## src/rtl/subsys_clkrst_pkg.sv

```systemverilog
// Shared types and default sizing for the timer-subsystem clock/reset controller.
package subsys_clkrst_pkg;

  // Watchdog local-reset sequencer states.
  typedef enum logic [0:0] {
    HOLD = 1'b0,
    RUN  = 1'b1
  } rst_state_e;

  // Default widths and hold length.
  localparam int unsigned DefDivW    = 8;
  localparam int unsigned DefRstHold = 16;
  localparam int unsigned DefCntW    = 8;

  // Width needed to hold a down-counter loaded with hold_len-1 (never zero).
  function automatic int unsigned hold_cnt_width(input int unsigned hold_len);
    return (hold_len > 1) ? $clog2(hold_len) : 1;
  endfunction

endpackage

```

## src/rtl/clken_div.sv

```systemverilog
// Programmable clock-enable divider: one registered pulse every div+1 enabled cycles.
module clken_div
  import subsys_clkrst_pkg::*;
#(
  parameter int unsigned DIV_W = DefDivW
) (
  input  logic             PCLK,
  input  logic             PRESET,
  input  logic             en,
  input  logic             force_idle,
  input  logic [DIV_W-1:0] div,
  output logic             clken
);

  logic [DIV_W-1:0] cnt_q, cnt_d;
  logic             clken_q, clken_d;
  logic             active;

  assign active = en & ~force_idle;

  // Next count and pulse; the >= compare lets a lowered div fire on the next cycle.
  always_comb begin
    cnt_d   = '0;
    clken_d = 1'b0;
    if (active) begin
      if (cnt_q >= div) begin
        clken_d = 1'b1;
      end else begin
        cnt_d = cnt_q + 1'b1;
      end
    end
  end

  // Counter and output pulse registers.
  always_ff @(posedge PCLK) begin
    if (PRESET) begin
      cnt_q   <= '0;
      clken_q <= 1'b0;
    end else begin
      cnt_q   <= cnt_d;
      clken_q <= clken_d;
    end
  end

  assign clken = clken_q;

endmodule

```

## src/rtl/subsys_clkrst_ctrl.sv

```systemverilog
// Clock-enable generation and watchdog local-reset sequencing for the timer subsystem.
module subsys_clkrst_ctrl
  import subsys_clkrst_pkg::*;
#(
  parameter int unsigned DIV_W    = DefDivW,
  parameter int unsigned RST_HOLD = DefRstHold,
  parameter int unsigned CNT_W    = DefCntW
) (
  input  logic             PCLK,
  input  logic             PRESET,
  input  logic             dt_en1,
  input  logic             dt_en2,
  input  logic             wd_en,
  input  logic [DIV_W-1:0] dt_div1,
  input  logic [DIV_W-1:0] dt_div2,
  input  logic [DIV_W-1:0] wd_div,
  input  logic             watchdog_res,
  output logic             dualtimer_clken1,
  output logic             dualtimer_clken2,
  output logic             watchdog_clken,
  output logic             watchdog_rstn,
  output logic [CNT_W-1:0] wd_rst_cnt,
  output logic             wd_rst_busy
);

  localparam int unsigned          HoldW    = hold_cnt_width(RST_HOLD);
  localparam logic [HoldW-1:0]     HoldLoad = HoldW'(RST_HOLD - 1);

  rst_state_e       state_q, state_d;
  logic [HoldW-1:0] hold_q, hold_d;
  logic [CNT_W-1:0] rst_cnt_q, rst_cnt_d;
  logic             rstn_q, busy_q;
  logic             res_q, res_prev_q;
  logic             res_rise;
  logic             wd_idle;

  // Dualtimer channel dividers.
  clken_div #(
    .DIV_W (DIV_W)
  ) u_div_dt1 (
    .PCLK       (PCLK),
    .PRESET     (PRESET),
    .en         (dt_en1),
    .force_idle (1'b0),
    .div        (dt_div1),
    .clken      (dualtimer_clken1)
  );

  clken_div #(
    .DIV_W (DIV_W)
  ) u_div_dt2 (
    .PCLK       (PCLK),
    .PRESET     (PRESET),
    .en         (dt_en2),
    .force_idle (1'b0),
    .div        (dt_div2),
    .clken      (dualtimer_clken2)
  );

  // The watchdog must not tick while it is held in its local reset.
  assign wd_idle = (state_q != RUN);

  clken_div #(
    .DIV_W (DIV_W)
  ) u_div_wd (
    .PCLK       (PCLK),
    .PRESET     (PRESET),
    .en         (wd_en),
    .force_idle (wd_idle),
    .div        (wd_div),
    .clken      (watchdog_clken)
  );

  // Capture watchdog_res, then compare against its previous sample. Both reset high so a
  // request already asserted out of reset is not mistaken for a new edge.
  always_ff @(posedge PCLK) begin
    if (PRESET) begin
      res_q      <= 1'b1;
      res_prev_q <= 1'b1;
    end else begin
      res_q      <= watchdog_res;
      res_prev_q <= res_q;
    end
  end

  assign res_rise = res_q & ~res_prev_q;

  // Reset sequencer next state, hold countdown and saturating event count.
  always_comb begin
    state_d   = state_q;
    hold_d    = hold_q;
    rst_cnt_d = rst_cnt_q;
    unique case (state_q)
      HOLD: begin
        if (hold_q == '0) begin
          state_d = RUN;
        end else begin
          hold_d = hold_q - 1'b1;
        end
      end
      RUN: begin
        if (res_rise) begin
          state_d = HOLD;
          hold_d  = HoldLoad;
          if (rst_cnt_q != '1) begin
            rst_cnt_d = rst_cnt_q + 1'b1;
          end
        end
      end
      default: begin
        state_d = HOLD;
        hold_d  = HoldLoad;
      end
    endcase
  end

  // Sequencer state plus registered copies of the decoded outputs.
  always_ff @(posedge PCLK) begin
    if (PRESET) begin
      state_q   <= HOLD;
      hold_q    <= HoldLoad;
      rst_cnt_q <= '0;
      rstn_q    <= 1'b0;
      busy_q    <= 1'b1;
    end else begin
      state_q   <= state_d;
      hold_q    <= hold_d;
      rst_cnt_q <= rst_cnt_d;
      rstn_q    <= (state_d == RUN);
      busy_q    <= (state_d == HOLD);
    end
  end

  assign watchdog_rstn = rstn_q;
  assign wd_rst_busy   = busy_q;
  assign wd_rst_cnt    = rst_cnt_q;

endmodule

```

## config.mk

```make
export PLATFORM = sky130hd
export DESIGN_NAME = subsys_clkrst_ctrl
export DESIGN_NICKNAME = d
export VERILOG_FILES = /design/src/rtl/subsys_clkrst_pkg.sv /design/src/rtl/clken_div.sv /design/src/rtl/subsys_clkrst_ctrl.sv
export SDC_FILE = /design/constraint.sdc
export NUM_CORES = 1
export LEC_CHECK = 0
export CAP_MARGIN = 0
export CORE_MARGIN = 10
export CORE_UTILIZATION = 65
export DETAILED_ROUTE_END_ITERATION = 12
export DONT_BUFFER_PORTS = 1
export PLACE_DENSITY = 0.81
export SYNTH_ARGS = -nofsm -noshare
export SYNTH_HDL_FRONTEND = slang
export SYNTH_SLANG_ARGS = --single-unit
```

## constraint.sdc

```tcl
create_clock -name PCLK -period 3.6 [get_ports PCLK]
set_input_delay 0.72 -clock PCLK [delete_from_list [all_inputs] [get_ports PCLK]]
set_output_delay 0.72 -clock PCLK [all_outputs]
set_load 0.1 [all_outputs]
```

==> results of run 1 <==
==> routing by layer <==
| layer | global-route usage (%) | up-vias |
|---|---|---|
| met3 | 5.46 | 2 |
| met5 | 0 | - |
| met4 | 2.94 | 0 |
| li1 | - | 903 |
| met1 | 15.2 | 803 |
| met2 | 24.7 | 32 |
==> worst max-delay path by stage <==
stage | from | to
2_1_floorplan | wd_rst_cnt[0] | wd_rst_cnt[1]
3_3_place_gp | dt_div1[2] | u_div_dt1.clken
3_5_place_dp | dt_div1[2] | u_div_dt1.clken
4_1_cts | u_div_dt2.clken | dualtimer_clken2
5_1_grt | u_div_dt2.clken | dualtimer_clken2
6_report | wd_rst_busy | wd_rst_busy
==> sequential cells by signal (all words and copies together) (netlist names) <==
name             flops
u_div_dt2.cnt_q      8
res_prev_q           1
u_div_wd.clken       1
res_q                1
hold_q               4
u_div_dt1.cnt_q      8
wd_rst_busy          1
wd_rst_cnt           8
u_div_dt2.clken      1
u_div_dt1.clken      1
watchdog_rstn        1
u_div_wd.cnt_q       8
==> logic make-up (layout without fill, tap and decap cells) <==
group / Yosys count / after routing / synth area share, %
muxes: 2 / 2 / 0.836
buffers and inverters: 36 / 49 / 5.69
and+or+nand+nor: 91 / 91 / 22.8
DFF: 43 / 43 / 35.9
AOI/OAI and AO/OA: 30 / 30 / 10.8
xor gates and xnor gates: 24 / 24 / 8.78
adders and majority gates: 29 / 29 / 15.2
==> power by group through the flow <==
stage | combinational, µW | clock (µW) | sequential, µW
finish | 54.2 | 373 | 487
global route | 62.8 | 404 | 488
CTS | 55.3 | 378 | 487
detailed placement | 54.5 | 0 | 498
global placement | 51.2 | 0 | 498
floorplan | 47.9 | 0 | 497
==> area by class of cell <==
| cell class | instances | area share (%) |
|---|---|---|
| tap | 46 | 2.20 |
| clock buffer | 5 | 2.63 |
| multi-input combinational | 176 | 53.4 |
| clock inverter | 3 | 1.67 |
| timing repair buffer | 9 | 2.58 |
| sequential | 43 | 32.9 |
| inverter | 32 | 4.59 |
==> Yosys cell counts, types with 2 or more instances <==
master | n | area share (%)
nand3_1 | 15 | 3.1
or2_2 | 2 | 0.52
nor3_2 | 8 | 3.3
nor3b_1 | 2 | 0.63
a21o_1 | 3 | 0.94
or3_1 | 2 | 0.52
nand2_1 | 3 | 0.47
nand4_1 | 3 | 0.78
a21oi_1 | 7 | 1.5
inv_1 | 32 | 5.0
o21ai_0 | 2 | 0.42
nor2_1 | 10 | 1.6
o21bai_1 | 2 | 0.63
a21oi_4 | 2 | 1.4
nand2b_1 | 6 | 1.6
o21a_1 | 4 | 1.3
mux2i_1 | 2 | 0.84
a21oi_2 | 2 | 0.73
o211ai_1 | 3 | 0.94
nor2b_1 | 3 | 0.78
and2_1 | 2 | 0.52
nor3_1 | 19 | 4.0
ha_1 | 29 | 15
or4_4 | 2 | 0.94
and3_1 | 8 | 2.1
xnor2_1 | 9 | 3.3
nand3b_1 | 3 | 0.94
o31ai_4 | 2 | 1.8
dfxtp_1 | 43 | 36
buf_1 | 2 | 0.31
xor2_1 | 15 | 5.5
==> cell usage in the layout (no fill, tap or decap), types with 9 or more instances in the layout <==
cell type / synthesis / final
xor2_1: 15 / 15
nand3_1: 15 / 15
buf_4: 0 / 9
xnor2_1: 9 / 9
nor2_1: 10 / 10
ha_1: 29 / 29
nor3_1: 19 / 19
dfxtp_1: 43 / 43
inv_1: 32 / 32
==> stage by stage <==
stage | instances | util, % | setup slack (ns)
3_5_place_dp | 306 | 72.7 | 1.43
4_1_cts | 314 | 76.0 | 1.61
6_report | 314 | 76.0 | 1.62
3_3_place_gp | 306 | 72.7 | 1.49
2_1_floorplan | 255 | - | 1.40
5_1_grt | 314 | 76.0 | 1.59
==> results.sh, run 1 <==
export IMPL_wl_um=4260
export IMPL_port_buffers=0
export IMPL_min_path_type="reg -> reg"
export IMPL_drc_errors=0
export IMPL_hold_violations=0
export IMPL_syn_to_final_growth_pct=9.25
export IMPL_grt_first_pass_wirelength_um=7420
export IMPL_core_area_mm2=0.00344
export IMPL_rrSetupSlack_ns=1.78
export IMPL_insertion_delay_ns=0.30
export IMPL_ir_worst_vdd_uv=321
export IMPL_ios=43
export IMPL_fillers=258
export IMPL_die_area_mm2=0.00651
export IMPL_synth_area_per_cell_um2=9.39
export IMPL_setup_viol_count_final=0
export IMPL_grt_max_degree=16
export IMPL_chipHeight_um=80.7
export IMPL_async_flop_share_pct=0
export IMPL_syn_nets=314
export IMPL_p_leak_uw=0.00122
export IMPL_cts_buffers=5
export IMPL_grt_pass1_vias=1772
export IMPL_synth_edf_count=0
export IMPL_critPathCaptureType="output port"
export IMPL_cts_root_buf="clkbuf_8"
export IMPL_cts_buffer_depth=2
export IMPL_dieWidth_um=80.7
export IMPL_top_layer_used="met4"
export IMPL_start_kind="register"
export IMPL_p_sw_share_pct=22.0
export IMPL_cts_setup_buffers=0
export IMPL_p_per_area_mw_per_mm2=349
export IMPL_drtIter0Drc=59
export IMPL_seq_area_um2=861
export IMPL_multi_input_area_mm2=0.00140
export IMPL_wl_met1_um=1890
export IMPL_cts_resized=0
export IMPL_start_util_pct=69.6
export IMPL_cts_tree="done"
export IMPL_yosysWarnings=0
export IMPL_p_sw_uw=201
export IMPL_hold_start="res_q"
export IMPL_stdcell_area_mm2=0.00262
export IMPL_cts_sink_count=43
export IMPL_synthCells=255
export IMPL_rows=21
export IMPL_via_count=1740
export IMPL_final_nets=326
export IMPL_cp_data_arrival_time_ns=1.26
export IMPL_timing_final_crit_period_ns=1.98
export IMPL_path_depth=0
export IMPL_r2r_start="wd_rst_cnt[0]"
export IMPL_tns_ns=0
export IMPL_num_antenna_cells=0
export IMPL_ys_seq_elements=43
export IMPL_synth_flop_cell="dfxtp_1"
export IMPL_pwr_share_comb_pct=5.9
export IMPL_max_freq_mhz=505
export IMPL_period_share_pct=55.1
export IMPL_holdPathEnd="res_prev_q"
export IMPL_gr_total_overflow=0
export IMPL_criticalPathCategory="reg -> out"
export IMPL_relSlewSlack_pct=36.0
export IMPL_clockPowerShare_pct=40.8
export IMPL_crit_fanout=1
export IMPL_p_int_uw=713
export IMPL_hpwl_um=3320
export IMPL_vias_per_cell=5.54
export IMPL_finClkSkew_ns=0.00564
export IMPL_clkTransAtPathRegs_ns=0.08
export IMPL_wl_met2_um=2160
export IMPL_place_area_mm2=0.00250
export IMPL_status="finished clean"
export IMPL_ys_seq_area_share_pct=35.9
export IMPL_holdPathStages=1
export IMPL_firstDrtPassIters=4
export IMPL_r2r_cells=6
export IMPL_netlist_area_mm2=0.00239
export IMPL_tightest_slew_ns=0.959
export IMPL_total_power_uw=914
export IMPL_r2r_end="wd_rst_cnt[1]"
export IMPL_fin_hold_ws_ns=0.443
export IMPL_finalMaxSlewViolations=0
export IMPL_gp_congestion=0.813
export IMPL_antenna_found_initial=0
export IMPL_ys_types=39
export IMPL_pwr_share_seq_pct=53.3
export IMPL_antenna_left=0
export IMPL_worstPathRequired_ns=2.88
export IMPL_wl_per_cell_um=13.6
export IMPL_drive_above_1_share_pct=14.2
export IMPL_max_cap_viol_count=0
export IMPL_rsz0062_at_grt="no"
export IMPL_dr_wl_met3_um=196
export IMPL_grt_use_total_pct=13.8
export IMPL_h_tree_depth=2
export IMPL_hold_buffers=0
No activity file was read; power rests on OpenSTA's default activity.
==> run 2, diff against run 1 <==
- CORE_UTILIZATION: 65 -> 63
- PLACE_DENSITY: 0.81 -> 0.79
- clock period: 3.6 -> 1.95 ns (I/O delays scaled with it)
==> results.sh, run 2 (synthesis results as in run 1) <==
export IMPL_status="finished clean"
export IMPL_grt_max_degree=16
export IMPL_drtIter0Drc=54
export IMPL_p_per_area_mw_per_mm2=580
export IMPL_cts_buffer_depth=2
export IMPL_port_buffers=0
export IMPL_grt_use_total_pct=13.6
export IMPL_gp_congestion=0.760
export IMPL_insertion_delay_ns=0.29
export IMPL_final_nets=330
export IMPL_tns_ns=0
export IMPL_drc_errors=0
export IMPL_worstPathRequired_ns=2.11
export IMPL_cts_sink_count=43
export IMPL_dp_slack_ns=0.139
export IMPL_dieWidth_um=81.7
export IMPL_num_antenna_cells=0
export IMPL_core_area_mm2=0.00366
export IMPL_max_cap_viol_count=0
export IMPL_clkTransAtPathRegs_ns=0.08
export IMPL_via_count=1762
export IMPL_relSlewSlack_pct=55.4
export IMPL_timing_final_crit_period_ns=1.75
export IMPL_syn_to_final_growth_pct=9.87
export IMPL_setup_viol_count_final=0
export IMPL_cts_setup_buffers=0
export IMPL_rsz0062_at_grt="no"
export IMPL_period_share_pct=89.6
export IMPL_p_leak_uw=0.00123
export IMPL_cp_data_arrival_time_ns=1.91
export IMPL_hold_buffers=0
export IMPL_start_kind="register"
export IMPL_hpwl_um=3440
export IMPL_drive_above_1_share_pct=18.8
export IMPL_vias_per_cell=5.51
export IMPL_final_cell_mix="34 x dfxtp_1, 32 x inv_1, 29 x ha_1"
export IMPL_start_util_pct=65.4
export IMPL_tightest_slew_ns=0.665
export IMPL_criticalPathCategory="reg -> reg"
export IMPL_grt_pass1_vias=1793
export IMPL_ios=43
export IMPL_firstDrtPassIters=4
export IMPL_crit_fanout=9
export IMPL_grt_first_pass_wirelength_um=7360
export IMPL_critPathCaptureType="register"
export IMPL_wl_per_cell_um=13.4
export IMPL_min_path_type="in -> reg"
export IMPL_worst_slack_ns=0.203
export IMPL_chipHeight_um=81.7
export IMPL_finClkSkew_ns=0.00406
export IMPL_die_area_mm2=0.00667
export IMPL_cts_tree="done"
export IMPL_gr_total_overflow=0
export IMPL_cts_root_buf="clkbuf_8"
export IMPL_cts_buffers=5
export IMPL_ir_worst_vdd_uv=501
export IMPL_mostFrequentLayoutCell="dfxtp_1"
export IMPL_rows=22
export IMPL_cts_resized=0
export IMPL_wl_um=4280
export IMPL_fillers=302
export IMPL_h_tree_depth=2
export IMPL_hold_violations=0
export IMPL_finalMaxSlewViolations=0
export IMPL_max_freq_mhz=572
export IMPL_antenna_found_initial=0
export IMPL_antenna_left=0
[run 2: worst max-delay path: stages (launching register included)]
cell,delay [ns]
dfxtp_1,0.40
ha_1,0.25
or3_2,0.46
a21oi_2,0.18
o31ai_4,0.16
nor2b_1,0.17
[run 2: power breakdown]
group	total (µW)	internal, µW	switching [µW]
Sequential	898	888	9.41
Combinational	99.8	46.4	53.4
Clock	527	245	283
[run 2: through the flow]
| step | util (%) | hold slack (ns) | instances | cell area (µm²) | power, µW |
|---|---|---|---|---|---|
| floorplan | - | 0.406 | 255 | 2410 | 1010 |
| global placement | 69.6 | 0.426 | 312 | 2550 | 1010 |
| detailed placement | 69.6 | 0.442 | 312 | 2550 | 1020 |
| CTS | 71.9 | 0.146 | 320 | 2630 | 1550 |
| global route | 71.9 | 0.135 | 320 | 2630 | 1610 |
| finish | 71.9 | 0.158 | 320 | 2630 | 1530 |
[run 2: path summary, 6_finish.rpt]
path                            from               to  slack, ns  cells past startpoint
setup / recovery  u_div_dt1.cnt_q[2]  u_div_dt1.clken       0.20                      5
hold / removal                PRESET    wd_rst_cnt[1]       0.16                      1
setup reg to reg  u_div_dt1.cnt_q[2]  u_div_dt1.clken       0.20                      5
hold reg to reg                res_q       res_prev_q       0.46                      1
[run 2: cell type report]
class	count	area [µm²]	area share, %
well taps	48	60.1	2.28
clock inverters	3	15.0	0.571
inverters	32	120	4.56
flip-flops and latches	43	872	33.1
repair buffers	13	97.6	3.71
clock buffers	5	68.8	2.62
multi-input cells	176	1400	53.1
[run 2: metal layers]
layer,GRT usage (%),share of wire [%]
met5,0,0
met3,4.69,6.1
met4,4.59,1.1
met2,25.6,52
met1,13.6,41
==> run 3, diff against run 2 <==
- PLACE_DENSITY: 0.79 -> unset
- PLACE_DENSITY_LB_ADDON: unset -> 0.25
==> results.sh, run 3 (synthesis results as in run 1) <==
export IMPL_status="finished clean"
export IMPL_ios=43
export IMPL_min_path_type="in -> reg"
export IMPL_hold_buffers=0
export IMPL_cp_data_arrival_time_ns=1.96
export IMPL_pwr_share_seq_pct=56.4
export IMPL_period_share_pct=89.2
export IMPL_start_kind="register"
export IMPL_crit_fanout=9
export IMPL_pwr_share_comb_pct=6.2
export IMPL_h_tree_depth=2
export IMPL_clockPowerShare_pct=37.4
export IMPL_final_cell_mix="34 x dfxtp_1, 32 x inv_1, 29 x ha_1"
export IMPL_cts_buffers=5
export IMPL_wl_per_cell_um=13.2
export IMPL_grt_pass1_vias=1811
export IMPL_finalMaxSlewViolations=0
export IMPL_worst_slack_ns=0.211
export IMPL_start_util_pct=65.4
export IMPL_max_freq_mhz=575
export IMPL_drc_errors=0
export IMPL_grt_met2_usage_pct=26.3
export IMPL_mostFrequentLayoutCell="dfxtp_1"
export IMPL_dp_slack_ns=0.126
export IMPL_grt_busiest_layer="met2"
export IMPL_gp_congestion=0.745
export IMPL_chipHeight_um=81.7
export IMPL_finClkSkew_ns=0.00640
export IMPL_cts_resized=0
export IMPL_tightest_slew_ns=0.677
export IMPL_drive_above_1_share_pct=18.4
export IMPL_worstPathRequired_ns=2.17
export IMPL_timing_final_crit_period_ns=1.74
export IMPL_num_antenna_cells=0
export IMPL_relSlewSlack_pct=54.6
export IMPL_grt_first_pass_wirelength_um=7510
export IMPL_port_buffers=0
export IMPL_firstDrtPassIters=4
export IMPL_total_power_uw=1590
export IMPL_insertion_delay_ns=0.29
export IMPL_final_nets=330
export IMPL_wl_um=4230
export IMPL_critPathCaptureType="register"
export IMPL_setup_viol_count_final=0
export IMPL_cts_tree="done"
export IMPL_fillers=292
export IMPL_grt_util_met3_pct=4.91
export IMPL_multi_input_area_mm2=0.00140
export IMPL_rsz0062_at_grt="no"
export IMPL_stdcell_area_mm2=0.00265
export IMPL_vias_per_cell=5.47
export IMPL_criticalPathCategory="reg -> reg"
export IMPL_die_area_mm2=0.00667
export IMPL_gr_total_overflow=0
export IMPL_p_leak_uw=0.00124
export IMPL_hold_violations=0
export IMPL_p_per_area_mw_per_mm2=601
export IMPL_drtIter0Drc=67
export IMPL_dieWidth_um=81.7
export IMPL_tns_ns=0
export IMPL_max_cap_viol_count=0
export IMPL_antenna_found_initial=0
export IMPL_ir_worst_vdd_uv=456
export IMPL_grt_use_total_pct=13.8
export IMPL_clkTransAtPathRegs_ns=0.08
export IMPL_cts_buffer_depth=2
export IMPL_seq_area_um2=872
export IMPL_antenna_left=0
export IMPL_cts_setup_buffers=0
export IMPL_via_count=1750
export IMPL_hpwl_um=3350
export IMPL_globalRouteMet1Util_pct=13.5
export IMPL_p_sw_uw=335
export IMPL_cts_sink_count=43
export IMPL_p_sw_share_pct=21.0
export IMPL_cts_root_buf="clkbuf_8"
export IMPL_syn_to_final_growth_pct=10.6
export IMPL_place_area_mm2=0.00255
export IMPL_grt_max_degree=16
export IMPL_rows=22
export IMPL_p_int_uw=1260
export IMPL_core_area_mm2=0.00366
-- run 3: power by group through the flow --
stage	Combinational (µW)	Clock, µW	Sequential [µW]
5_1_grt	114	652	900
3_5_place_dp	99.1	0	919
4_1_cts	100	614	898
2_1_floorplan	88.3	0	917
6_report	98.0	596	898
3_3_place_gp	94.8	0	919
-- run 3: area by class of cell --
| cell class | count | area share [%] |
|---|---|---|
| Multi-Input combinational cell | 176 | 52.8 |
| Sequential cell | 43 | 32.9 |
| Inverter | 32 | 4.54 |
| Clock buffer | 8 | 3.78 |
| Tap cell | 48 | 2.27 |
| Timing Repair Buffer | 13 | 3.69 |
-- run 3: path summary, 6_finish.rpt --
kind	depth (start not counted)	slack, ns	start	to
worst min register to register	1	0.43	res_q	res_prev_q
worst max-delay path	6	0.21	u_div_wd.cnt_q[0]	u_div_wd.clken
worst min-delay path	1	0.16	PRESET	wd_rst_cnt[3]
worst max register to register	6	0.21	u_div_wd.cnt_q[0]	u_div_wd.clken
-- run 3: critical path, cell delays in order (launching register included) --
cell and delay, ns:
dfxtp_1 0.37, inv_1 0.06, ha_1 0.26, nand2b_1 0.11, a21oi_2 0.06, o31ai_2 0.59, nor2b_1 0.21
-- run 3: routing by layer --
metal,up-vias,wire [µm],part of all wire (%)
met4,0,42,0.99
met5,-,0,0
met1,805,1760,41
li1,912,-,-
met2,28,2200,52
met3,5,231,5.5
-- run 3: per-stage QoR --
| stage | utilization (%) | cells | hold WS [ns] |
|---|---|---|---|
| 2_1_floorplan | - | 255 | 0.406 |
| 3_3_place_gp | 69.6 | 312 | 0.425 |
| 3_5_place_dp | 69.6 | 312 | 0.418 |
| 4_1_cts | 72.3 | 320 | 0.147 |
| 5_1_grt | 72.3 | 320 | 0.135 |
| 6_report | 72.3 | 320 | 0.155 |
